--- config.mk ---
export PLATFORM = sky130hd
export DESIGN_NAME = cart_loader
export DESIGN_NICKNAME = d
export VERILOG_FILES = /design/src/rtl/cart_pkg.sv /design/src/rtl/pow2_mask.sv /design/src/rtl/cart_loader.sv
export SDC_FILE = /design/constraint.sdc
export NUM_CORES = 1
export LEC_CHECK = 0
export CAP_MARGIN = 40
export CORE_AREA = 2 2 118 120
export CTS_BUF_LIST = sky130_fd_sc_hd__clkbuf_8
export CTS_CLUSTER_DIAMETER = 50
export CTS_CLUSTER_SIZE = 16
export DETAILED_ROUTE_END_ITERATION = 10
export DIE_AREA = 0 0 120 122
export PLACE_DENSITY_LB_ADDON = 0.25
export SYNTH_ARGS = -nofsm -noshare
export SYNTH_HDL_FRONTEND = slang
export SYNTH_SLANG_ARGS = --single-unit
--- constraint.sdc ---
create_clock -name clk_sys -period 5 [get_ports clk_sys]
set_clock_uncertainty 0.05 [all_clocks]
set_input_delay 1 -clock clk_sys [delete_from_list [all_inputs] [get_ports clk_sys]]
set_output_delay 1 -clock clk_sys [all_outputs]
set_load 0.1 [all_outputs]
--- src/rtl/cart_pkg.sv ---
// rtl/cart_pkg.sv - shared types and helpers for the cartridge loader
// Contents:
//   cart_state_t  loader FSM states (IDLE, LOAD, HOLD, RUN)
//   hold_cnt_w()  bit width needed to hold a post-load reset count
package cart_pkg;

  typedef enum logic [1:0] {
    ST_IDLE = 2'd0,
    ST_LOAD = 2'd1,
    ST_HOLD = 2'd2,
    ST_RUN  = 2'd3
  } cart_state_t;

  // Smallest width w with 2**w > cycles, so the counter can hold the value itself.
  function automatic int hold_cnt_w(input int cycles);
    int w;
    w = 1;
    while (w < 31 && (1 << w) <= cycles) w = w + 1;
    return w;
  endfunction

endpackage

--- src/rtl/pow2_mask.sv ---
// rtl/pow2_mask.sv - combinational next-power-of-two mask of a byte count
// Ports:
//   size  in  W+1  byte count, 0 .. 2**W
//   mask  out W    (next power of two >= size) - 1, or 0 when size is 0
module pow2_mask
  import cart_pkg::*;
#(
  parameter int W = 16
) (
  input  logic [W:0]   size,
  output logic [W-1:0] mask
);

  logic [W-1:0] smear;

  always_comb begin
    // size-1 fits in W bits for every legal size; 2**W wraps to all ones.
    smear = size[W-1:0] - {{(W-1){1'b0}}, 1'b1};
    for (int s = 1; s < W; s = s * 2) begin
      smear = smear | (smear >> s);
    end
    mask = (size == '0) ? '0 : smear;
  end

endmodule

--- src/rtl/cart_loader.sv ---
// rtl/cart_loader.sv - cartridge download to memory with console reset sequencing
// Ports:
//   clk_sys         in   sole clock
//   reset           in   asynchronous active-high reset
//   rst_req         in   level reset request from OSD/button
//   ioctl_download  in   download active
//   ioctl_index     in   download slot, [5:0] compared with CART_INDEX
//   ioctl_wr        in   byte strobe
//   ioctl_addr      in   byte address
//   ioctl_dout      in   byte data
//   mem_a/mem_d/mem_we out  registered memory write port (1 cycle after strobe)
//   core_reset      out  reset to the console core
//   loaded          out  a non-empty cartridge is present
//   overflow        out  sticky: a byte beyond 2**ADDR_W was dropped
//   cart_size       out  highest accepted address + 1
//   cart_mask       out  next power of two >= cart_size, minus 1
module cart_loader
  import cart_pkg::*;
#(
  parameter int              ADDR_W      = 16,
  parameter int              HOLD_CYCLES = 255,
  parameter logic [5:0]      CART_INDEX  = 6'd1,
  parameter logic [ADDR_W-1:0] BASE      = '0
) (
  input  logic              clk_sys,
  input  logic              reset,
  input  logic              rst_req,
  input  logic              ioctl_download,
  input  logic [7:0]        ioctl_index,
  input  logic              ioctl_wr,
  input  logic [24:0]       ioctl_addr,
  input  logic [7:0]        ioctl_dout,
  output logic [ADDR_W-1:0] mem_a,
  output logic [7:0]        mem_d,
  output logic              mem_we,
  output logic              core_reset,
  output logic              loaded,
  output logic              overflow,
  output logic [ADDR_W:0]   cart_size,
  output logic [ADDR_W-1:0] cart_mask
);

  localparam int               CNT_W     = hold_cnt_w(HOLD_CYCLES);
  localparam logic [CNT_W-1:0] HOLD_INIT = CNT_W'(HOLD_CYCLES);
  localparam logic [CNT_W-1:0] CNT_ONE   = CNT_W'(1);

  cart_state_t       state_q, state_d;
  logic [CNT_W-1:0]  cnt_q, cnt_d;
  logic              mem_we_q, mem_we_d;
  logic [ADDR_W-1:0] mem_a_q, mem_a_d;
  logic [7:0]        mem_d_q, mem_d_d;
  logic              loaded_q, loaded_d;
  logic              overflow_q, overflow_d;
  logic [ADDR_W:0]   cart_size_q, cart_size_d;
  logic [ADDR_W-1:0] cart_mask_q, cart_mask_d;

  logic [ADDR_W-1:0] addr_lo;
  logic [ADDR_W:0]   byte_end;
  logic              in_range;
  logic              index_hit;
  logic              disturb;
  logic              unused_index;

  assign addr_lo      = ioctl_addr[ADDR_W-1:0];
  assign byte_end     = {1'b0, addr_lo} + {{ADDR_W{1'b0}}, 1'b1};
  assign in_range     = (ioctl_addr >> ADDR_W) == 25'd0;
  assign index_hit    = ioctl_download && (ioctl_index[5:0] == CART_INDEX);
  // Any download (ours or a foreign slot) or a user request keeps the core quiet.
  assign disturb      = rst_req || ioctl_download;
  assign unused_index = ^ioctl_index[7:6];

  always_comb begin
    state_d     = state_q;
    cnt_d       = cnt_q;
    mem_we_d    = 1'b0;
    mem_a_d     = mem_a_q;
    mem_d_d     = mem_d_q;
    loaded_d    = loaded_q;
    overflow_d  = overflow_q;
    cart_size_d = cart_size_q;

    if (state_q != ST_LOAD && index_hit) begin
      // A matching download pre-empts everything, including rst_req.
      state_d     = ST_LOAD;
      loaded_d    = 1'b0;
      overflow_d  = 1'b0;
      cart_size_d = '0;
    end else begin
      case (state_q)
        ST_IDLE: begin
          // Nothing to wait for after reset: let a previously stored image boot.
          state_d = ST_HOLD;
          cnt_d   = HOLD_INIT;
        end
        ST_LOAD: begin
          if (!ioctl_download) begin
            state_d  = ST_HOLD;
            cnt_d    = HOLD_INIT;
            loaded_d = (cart_size_q != '0);
          end else if (ioctl_wr) begin
            if (in_range) begin
              mem_we_d = 1'b1;
              mem_a_d  = addr_lo + BASE;
              mem_d_d  = ioctl_dout;
              if (byte_end > cart_size_q) cart_size_d = byte_end;
            end else begin
              overflow_d = 1'b1;
            end
          end
        end
        ST_HOLD: begin
          if (disturb) begin
            cnt_d = HOLD_INIT;
          end else if (cnt_q == CNT_ONE) begin
            state_d = ST_RUN;
          end else begin
            cnt_d = cnt_q - CNT_ONE;
          end
        end
        ST_RUN: begin
          if (disturb) begin
            state_d = ST_HOLD;
            cnt_d   = HOLD_INIT;
          end
        end
        default: state_d = ST_IDLE;
      endcase
    end
  end

  // Mask tracks the next-cycle size so it is valid the same cycle cart_size is.
  pow2_mask #(.W(ADDR_W)) u_pow2_mask (
    .size (cart_size_d),
    .mask (cart_mask_d)
  );

  always_ff @(posedge clk_sys or posedge reset) begin
    if (reset) begin
      state_q     <= ST_IDLE;
      cnt_q       <= HOLD_INIT;
      mem_we_q    <= 1'b0;
      mem_a_q     <= '0;
      mem_d_q     <= '0;
      loaded_q    <= 1'b0;
      overflow_q  <= 1'b0;
      cart_size_q <= '0;
      cart_mask_q <= '0;
    end else begin
      state_q     <= state_d;
      cnt_q       <= cnt_d;
      mem_we_q    <= mem_we_d;
      mem_a_q     <= mem_a_d;
      mem_d_q     <= mem_d_d;
      loaded_q    <= loaded_d;
      overflow_q  <= overflow_d;
      cart_size_q <= cart_size_d;
      cart_mask_q <= cart_mask_d;
    end
  end

  assign mem_we     = mem_we_q;
  assign mem_a      = mem_a_q;
  assign mem_d      = mem_d_q;
  assign loaded     = loaded_q;
  assign overflow   = overflow_q;
  assign cart_size  = cart_size_q;
  assign cart_mask  = cart_mask_q;
  assign core_reset = (state_q != ST_RUN) || disturb;

endmodule
; ---- Word level (Yosys, flattened, before mapping)
; Index checks and enable logic that the tools add are counted.
[totals]
register_bits = 70
latch_bits = 0
ramBits = 0
romBits = 0
memories = 0
[classes]
addsub = 3
mul = 0
div = 0
magnitude_cmp = 1
eq_ne = 16
n_shift = 0
muxes = 31
bitwise_logic = 5
reduce_logical = 16
[ops]
columns = operator, count
row1 = 17-bit 2-to-1 mux, 6
row2 = 8-bit 2-to-1 mux, 4
row3 = 8-bit case mux with 4 select lines, 1
row4 = 25-bit logical NOT, 1
row5 = 16-bit by 1-bit adder with 17-bit output (second input constant), 1
row6 = 17-bit greater-than comparator, 1
row7 = 17-bit logical NOT, 1
row8 = 17-bit nonzero test, 1
row9 = 16-bit 2-to-1 mux, 1
row10 = 16-bit by 12-bit bitwise OR with 16-bit output, 1
row11 = 16-bit by 14-bit bitwise OR with 16-bit output, 1
row12 = 16-bit by 15-bit bitwise OR with 16-bit output, 1
row13 = 16-bit by 8-bit bitwise OR with 16-bit output, 1
row14 = 16-bit by 1-bit subtractor with 16-bit output (second input constant), 1
row15 = 3-bit inequality test (second input constant), 5
row16 = 1-bit 2-to-1 mux, 13
row17 = 4-bit AND reduction, 3
row18 = 2-bit 2-to-1 mux, 5
row19 = 8-bit by 1-bit == test with 1-bit output (second input constant), 1
row20 = 2-bit case mux with 4 select lines, 1
row21 = 8-bit by 1-bit subtractor with 8-bit output (second input constant), 1
row22 = 6-bit by 1-bit == test with 1-bit output (second input constant), 1
row23 = 2-bit by 1-bit inequality test with 1-bit output (second input constant), 3
row24 = 2-bit inequality test (second input constant), 3
row25 = 9 further kinds, 14

; ---- Longest topological paths before layout
[depth]
ltp_word = 14
ltp_mapped = 20
depth_no_buf = 18

; ---- Modules after synthesis
; From an unflattened synthesis, not the netlist that was laid out.
[unflattened]
cells_unflattened = 434
area_unflattened_um2 = 4267.8
[modules_own_cells]
columns = mod, n_inst, cells_per_inst, area_per_inst_um2, seq_area_each_um2
row1 = cart_loader, 1, 335, 3544.6, 1761.7
row2 = pow2_mask, 1, 99, 723.2, 0.0

; ---- Worst setup path after synthesis
; Ideal clock, no wire load.
[synth_path]
path_type = in2reg
start = input port ioctl_addr[1]
end = register cart_mask_q[0] (netlist: cart_mask[0])
setup_ns = 0.154
t_arrival_ns = 5.196
required_time_ns = 4.796
slack_ns = -0.400
stages = 20
path_cell_list = clkbuf_1 -> nand4_1 -> nor2_1 -> nand2_1 -> xnor2_1 -> ha_1 -> a21oi_1 -> nand2_1 -> a221oi_1 -> o32a_1 -> buf_6 -> mux2_2 -> nand2_1 -> ha_1 -> clkbuf_1 -> o21ai_1 -> a311oi_2 -> nor3_2 -> nor4_4 -> a41oi_1
[synth_via]
elab_chain_cells = 14
elab_cells_between_ends = 15
[synth_lines]
columns = item, line
row1 = start: declaration, cart_loader.sv:31  ; input logic [24:0] ioctl_addr,
row2 = 16-bit by 1-bit adder with 17-bit output (*), cart_loader.sv:65  ; assign byte_end = {1'b0, addr_lo} + {{ADDR_W{1'b0}}, 1'b1};
row3 = 17-bit greater-than comparator, cart_loader.sv:105  ; if (byte_end > cart_size_q) cart_size_d = byte_end;
row4 = 17-bit 2-to-1 mux (*), cart_loader.sv:105
row5 = 17-bit 2-to-1 mux (*), cart_loader.sv:101  ; if (in_range) begin
row6 = 17-bit 2-to-1 mux (*), cart_loader.sv:100  ; end else if (ioctl_wr) begin
row7 = 17-bit 2-to-1 mux (*), cart_loader.sv:96  ; if (!ioctl_download) begin
row8 = 17-bit 2-to-1 mux (*), cart_loader.sv:89  ; case (state_q)
row9 = 17-bit 2-to-1 mux (*), cart_loader.sv:82  ; if (state_q != ST_LOAD && index_hit) begin
row10 = 16-bit by 1-bit subtractor with 16-bit output, pow2_mask.sv:18  ; smear = size[W-1:0] - {{(W-1){1'b0}}, 1'b1};
row11 = 16-bit by 15-bit bitwise OR with 16-bit output, pow2_mask.sv:20  ; smear = smear | (smear >> s);
row12 = 16-bit by 14-bit bitwise OR with 16-bit output, pow2_mask.sv:20
row13 = 16-bit by 12-bit bitwise OR with 16-bit output, pow2_mask.sv:20
row14 = 16-bit by 8-bit bitwise OR with 16-bit output, pow2_mask.sv:20
row15 = 16-bit 2-to-1 mux (*), pow2_mask.sv:22  ; mask = (size == '0) ? '0 : smear;
row16 = named net cart_mask_d[0], cart_loader.sv:55  ; logic [ADDR_W-1:0] cart_mask_q, cart_mask_d;
row17 = end signal: assignment, cart_loader.sv:157  ; cart_mask_q <= cart_mask_d;
row18 = end: declaration, cart_loader.sv:55
; The timed path passes the listed nets; every way through them passes the cells marked *.
; A chain may end at the register's enable or synchronous reset.

; ---- Worst setup path in the final report
; Ends and elaborated chain as after synthesis.

==> flow_metrics.tcl <==
set metrics [dict create \
    hold_viol_final 0 \
    switchingPower_mw 0.598 \
    hpwl_mm 11.7 \
    p_int_mw 1.09 \
    io_buffer_count 104 \
    layout.cells.non_filler 994 \
    critPathLaunch "ioctl_addr[1]" \
    area_delta_synth_final_pct 78.3 \
    crit_required_ps 5180 \
    wl_per_cell_um 15.4 \
    grt-ovfl-total 0 \
    htreeDepth 3 \
    drc 0 \
    path_buf_inv 4 \
    insertion_delay_ps 350 \
    synth_seq_area_share 0.383 \
    cp_cell_sequence "dlygate4sd2_1, ha_2, buf_4, and3_1, xnor2_2, ha_1, a21oi_1, o21ai_1, a2111oi_4, o32a_1, mux2i_1, or2_4, ha_4, buf_4, o21ai_2, a311oi_2, nor3_4, nor4_4, buf_6, a41oi_1" \
    cts_tree "built" \
    cp_slowest_cell "a2111oi_4" \
    slew_viol_final 0 \
    cap_viol_max_count 0 \
    viasPerCell 5.11 \
    cts_root_buf "clkbuf_8" \
    rr_startpoint "cart_size[2]" \
    crit_path_end_kind "flop" \
    dp_cells 962 \
    antenna_cells 0 \
    worst_ep_arrival_time_ps 5030 \
    async_flop_share 1.00 \
    ys_warn_count 0 \
    clock_power_share 0.288 \
    slew_headroom 0.470 \
    die_w_um 120 \
    dr.pass1.iters 5 \
    synthesis.instances 534 \
    ioPinCount 107 \
    syn_avg_cell_area_um2 8.62 \
    multi_input_area_um2 2930 \
    outcome "completed" \
    regArea_um2 1760 \
    crit_fanout 6 \
    m1WireLength_mm 6.60 \
    crit_family "compound AO/OA/AOI/OAI gates" \
    grt_use_total 0.213 \
    timing.final.crit_period_ps 4850 \
    grt_pass1_wl_mm 25.0 \
    routed_wl_mm 15.3 \
    core_um2 13500 \
    num_vias 5077 \
    initial_utilization 0.341 \
    fmax_ghz 0.206 \
    synth-edff-count 0 \
    drive_gt1_frac 0.328 \
    period_share 0.970 \
    antenna_found_initial 0 \
    p_per_area_nw_per_um2 206 \
    cts_buffers 9 \
    power_frac_seq 0.359 \
    switching_share 0.354 \
    route.met2.wl_mm 7.75 \
    grt_max_degree 31 \
    synth-main-ff-cell "dfrtp_1" \
    cts_buffer_depth 2 \
    worst_pin_slew_ps 794 \
    synthesis.nets 603 \
    setup_ws_ps 150 \
    rows 43 \
    yosys.cell_types.count 63 \
    first_iter_violations 336 \
    nFillCells 1108 \
    slowest_delay_ps 400 \
    gp_congestion 0.904 \
    top_layer "met4" \
    dp_slack_ps -512 \
    finalSetupViolations 0 \
    ir_drop_v 0.000150 \
    clk_pin_slew_ps 80 \
    cts_hold_buf 0 \
    hp-class "reg -> reg" \
    dieArea_um2 14600 \
    grt_pass1_vias 5171 \
    netlist_area_um2 4600 \
    ys_ff_latch 70 \
    path_class "in -> reg" \
    cts_num_sinks 70 \
    p_comb_frac 0.353 \
    p_leak_nw 3.73 \
    die_height_um 122 \
    crit_path_frequent_cell "buf_4" \
    hold_start "mem_a[13]" \
    start_kind "input pin" \
    antenna_left 0 \
    dr_wl_met3_um 599 \
    layout.nets 878 \
]
synthesized netlist by cell type (all sizes together), types with 10 or more instances:
| library cell | number | share of area |
|---|---|---|
| o21ai | 17 | 0.018 |
| a21oi | 29 | 0.032 |
| inv | 29 | 0.024 |
| mux2i | 20 | 0.044 |
| nand4 | 10 | 0.014 |
| xnor2 | 13 | 0.025 |
| a31oi | 12 | 0.016 |
| nor4 | 13 | 0.024 |
| nand3 | 13 | 0.014 |
| nor3 | 21 | 0.027 |
| buf | 10 | 0.014 |
| ha | 23 | 0.063 |
| dfrtp | 62 | 0.34 |
| clkbuf | 11 | 0.0090 |
| nand2 | 95 | 0.077 |
| nor2 | 56 | 0.046 |
routing by layer:
metal / GRT usage / vias up
met5: 0 / -
met4: 0.0750 / 0
met3: 0.0375 / 24
met2: 0.370 / 138
met1: 0.267 / 2463
li1: - / 2452
layout make-up:
cell class              instances  share of cell area
inverters                      29              0.0133
flip-flops and latches         70               0.215
well taps                     180              0.0274
clock buffers                  11              0.0185
multi-input cells             415               0.358
clock inverters                 5             0.00701
repair buffers                284               0.362
state kept, by name, indices dropped and copies added, names as in the netlist:
register and cells:
cart_mask 16, state_q 2, mem_we 1, mem_a 16, cart_size 17, loaded 1, overflow 1, mem_d 8
cnt_q 8
final timing paths:
check	cells past startpoint	slack, ps	endpoint
max reg2reg	16	1220	cart_mask[0]
min in group asynchronous	2	970	mem_d[5]
min reg2reg	2	420	mem_a[13]
max in group asynchronous	4	2970	cnt_q[2]
max	20	150	cart_mask[0]
min	2	420	mem_a[13]
power groups by stage:
| stage | logic (mW) | clock network, mW | registers, mW |
|---|---|---|---|
| 4_1_cts | 0.588 | 0.497 | 0.607 |
| 3_3_place_gp | 0.478 | 0 | 0.617 |
| 6_report | 0.596 | 0.487 | 0.607 |
| 5_1_grt | 0.626 | 0.528 | 0.611 |
| 3_5_place_dp | 0.583 | 0 | 0.618 |
| 2_1_floorplan | 0.101 | 0 | 0.829 |
tightest hold or removal path, cell delays in order (launching register included):
cell and delay [ps]:
dfrtp_1 340, nand2_1 50, nand2_1 50
metrics by stage:
step | hold slack (ps) | area, um^2 | TNS, ps | utilization | power [mW]
detailed placement | 406 | 7640 | -6640 | 0.566 | 1.20
global route | 443 | 8210 | -234 | 0.608 | 1.76
floorplan | 437 | 4750 | -26.6 | - | 0.930
finish | 418 | 8210 | 0 | 0.608 | 1.69
global placement | 400 | 6660 | -5980 | 0.493 | 1.09
CTS | 423 | 7980 | 0 | 0.591 | 1.69
cells by family after synthesis:
family	count (synthesis)	synth area share
buf+inv	50	0.0468
mux	24	0.0541
xor+xnor	22	0.0419
simple gates	247	0.265
flops	70	0.383
fa+ha+maj	23	0.0625
compound gates	98	0.147
timing repair:
item                       in CTS  in global routing
setup endpoints to repair      14                 15
pin swaps                      14                 31
resized for setup              18                 27
setup buffers                   7                  8
cloned                          1                  1
placed cells by master (no fill, tap or decap), types with 4 or more instances in the layout:
cell,count
a41oi_1,8
nor2_2,6
ha_1,19
buf_8,55
nand3_1,11
and2_1,4
and3_1,6
buf_16,5
nor3_2,4
xnor2_1,7
clkbuf_8,11
a211oi_1,5
or3_1,4
nor2_1,49
dlymetal6s2s_1,7
dfrtp_1,62
inv_1,26
clkdlybuf4s50_1,94
nand4_1,10
o21ai_0,12
a31oi_1,12
o21ai_1,4
nand2_1,93
nor4_1,9
nor3_1,16
xnor2_2,4
xor2_1,7
buf_4,115
dfstp_2,8
a21oi_1,28
nand3b_1,4
mux2i_1,18
(Power assumes the default switching activity.)
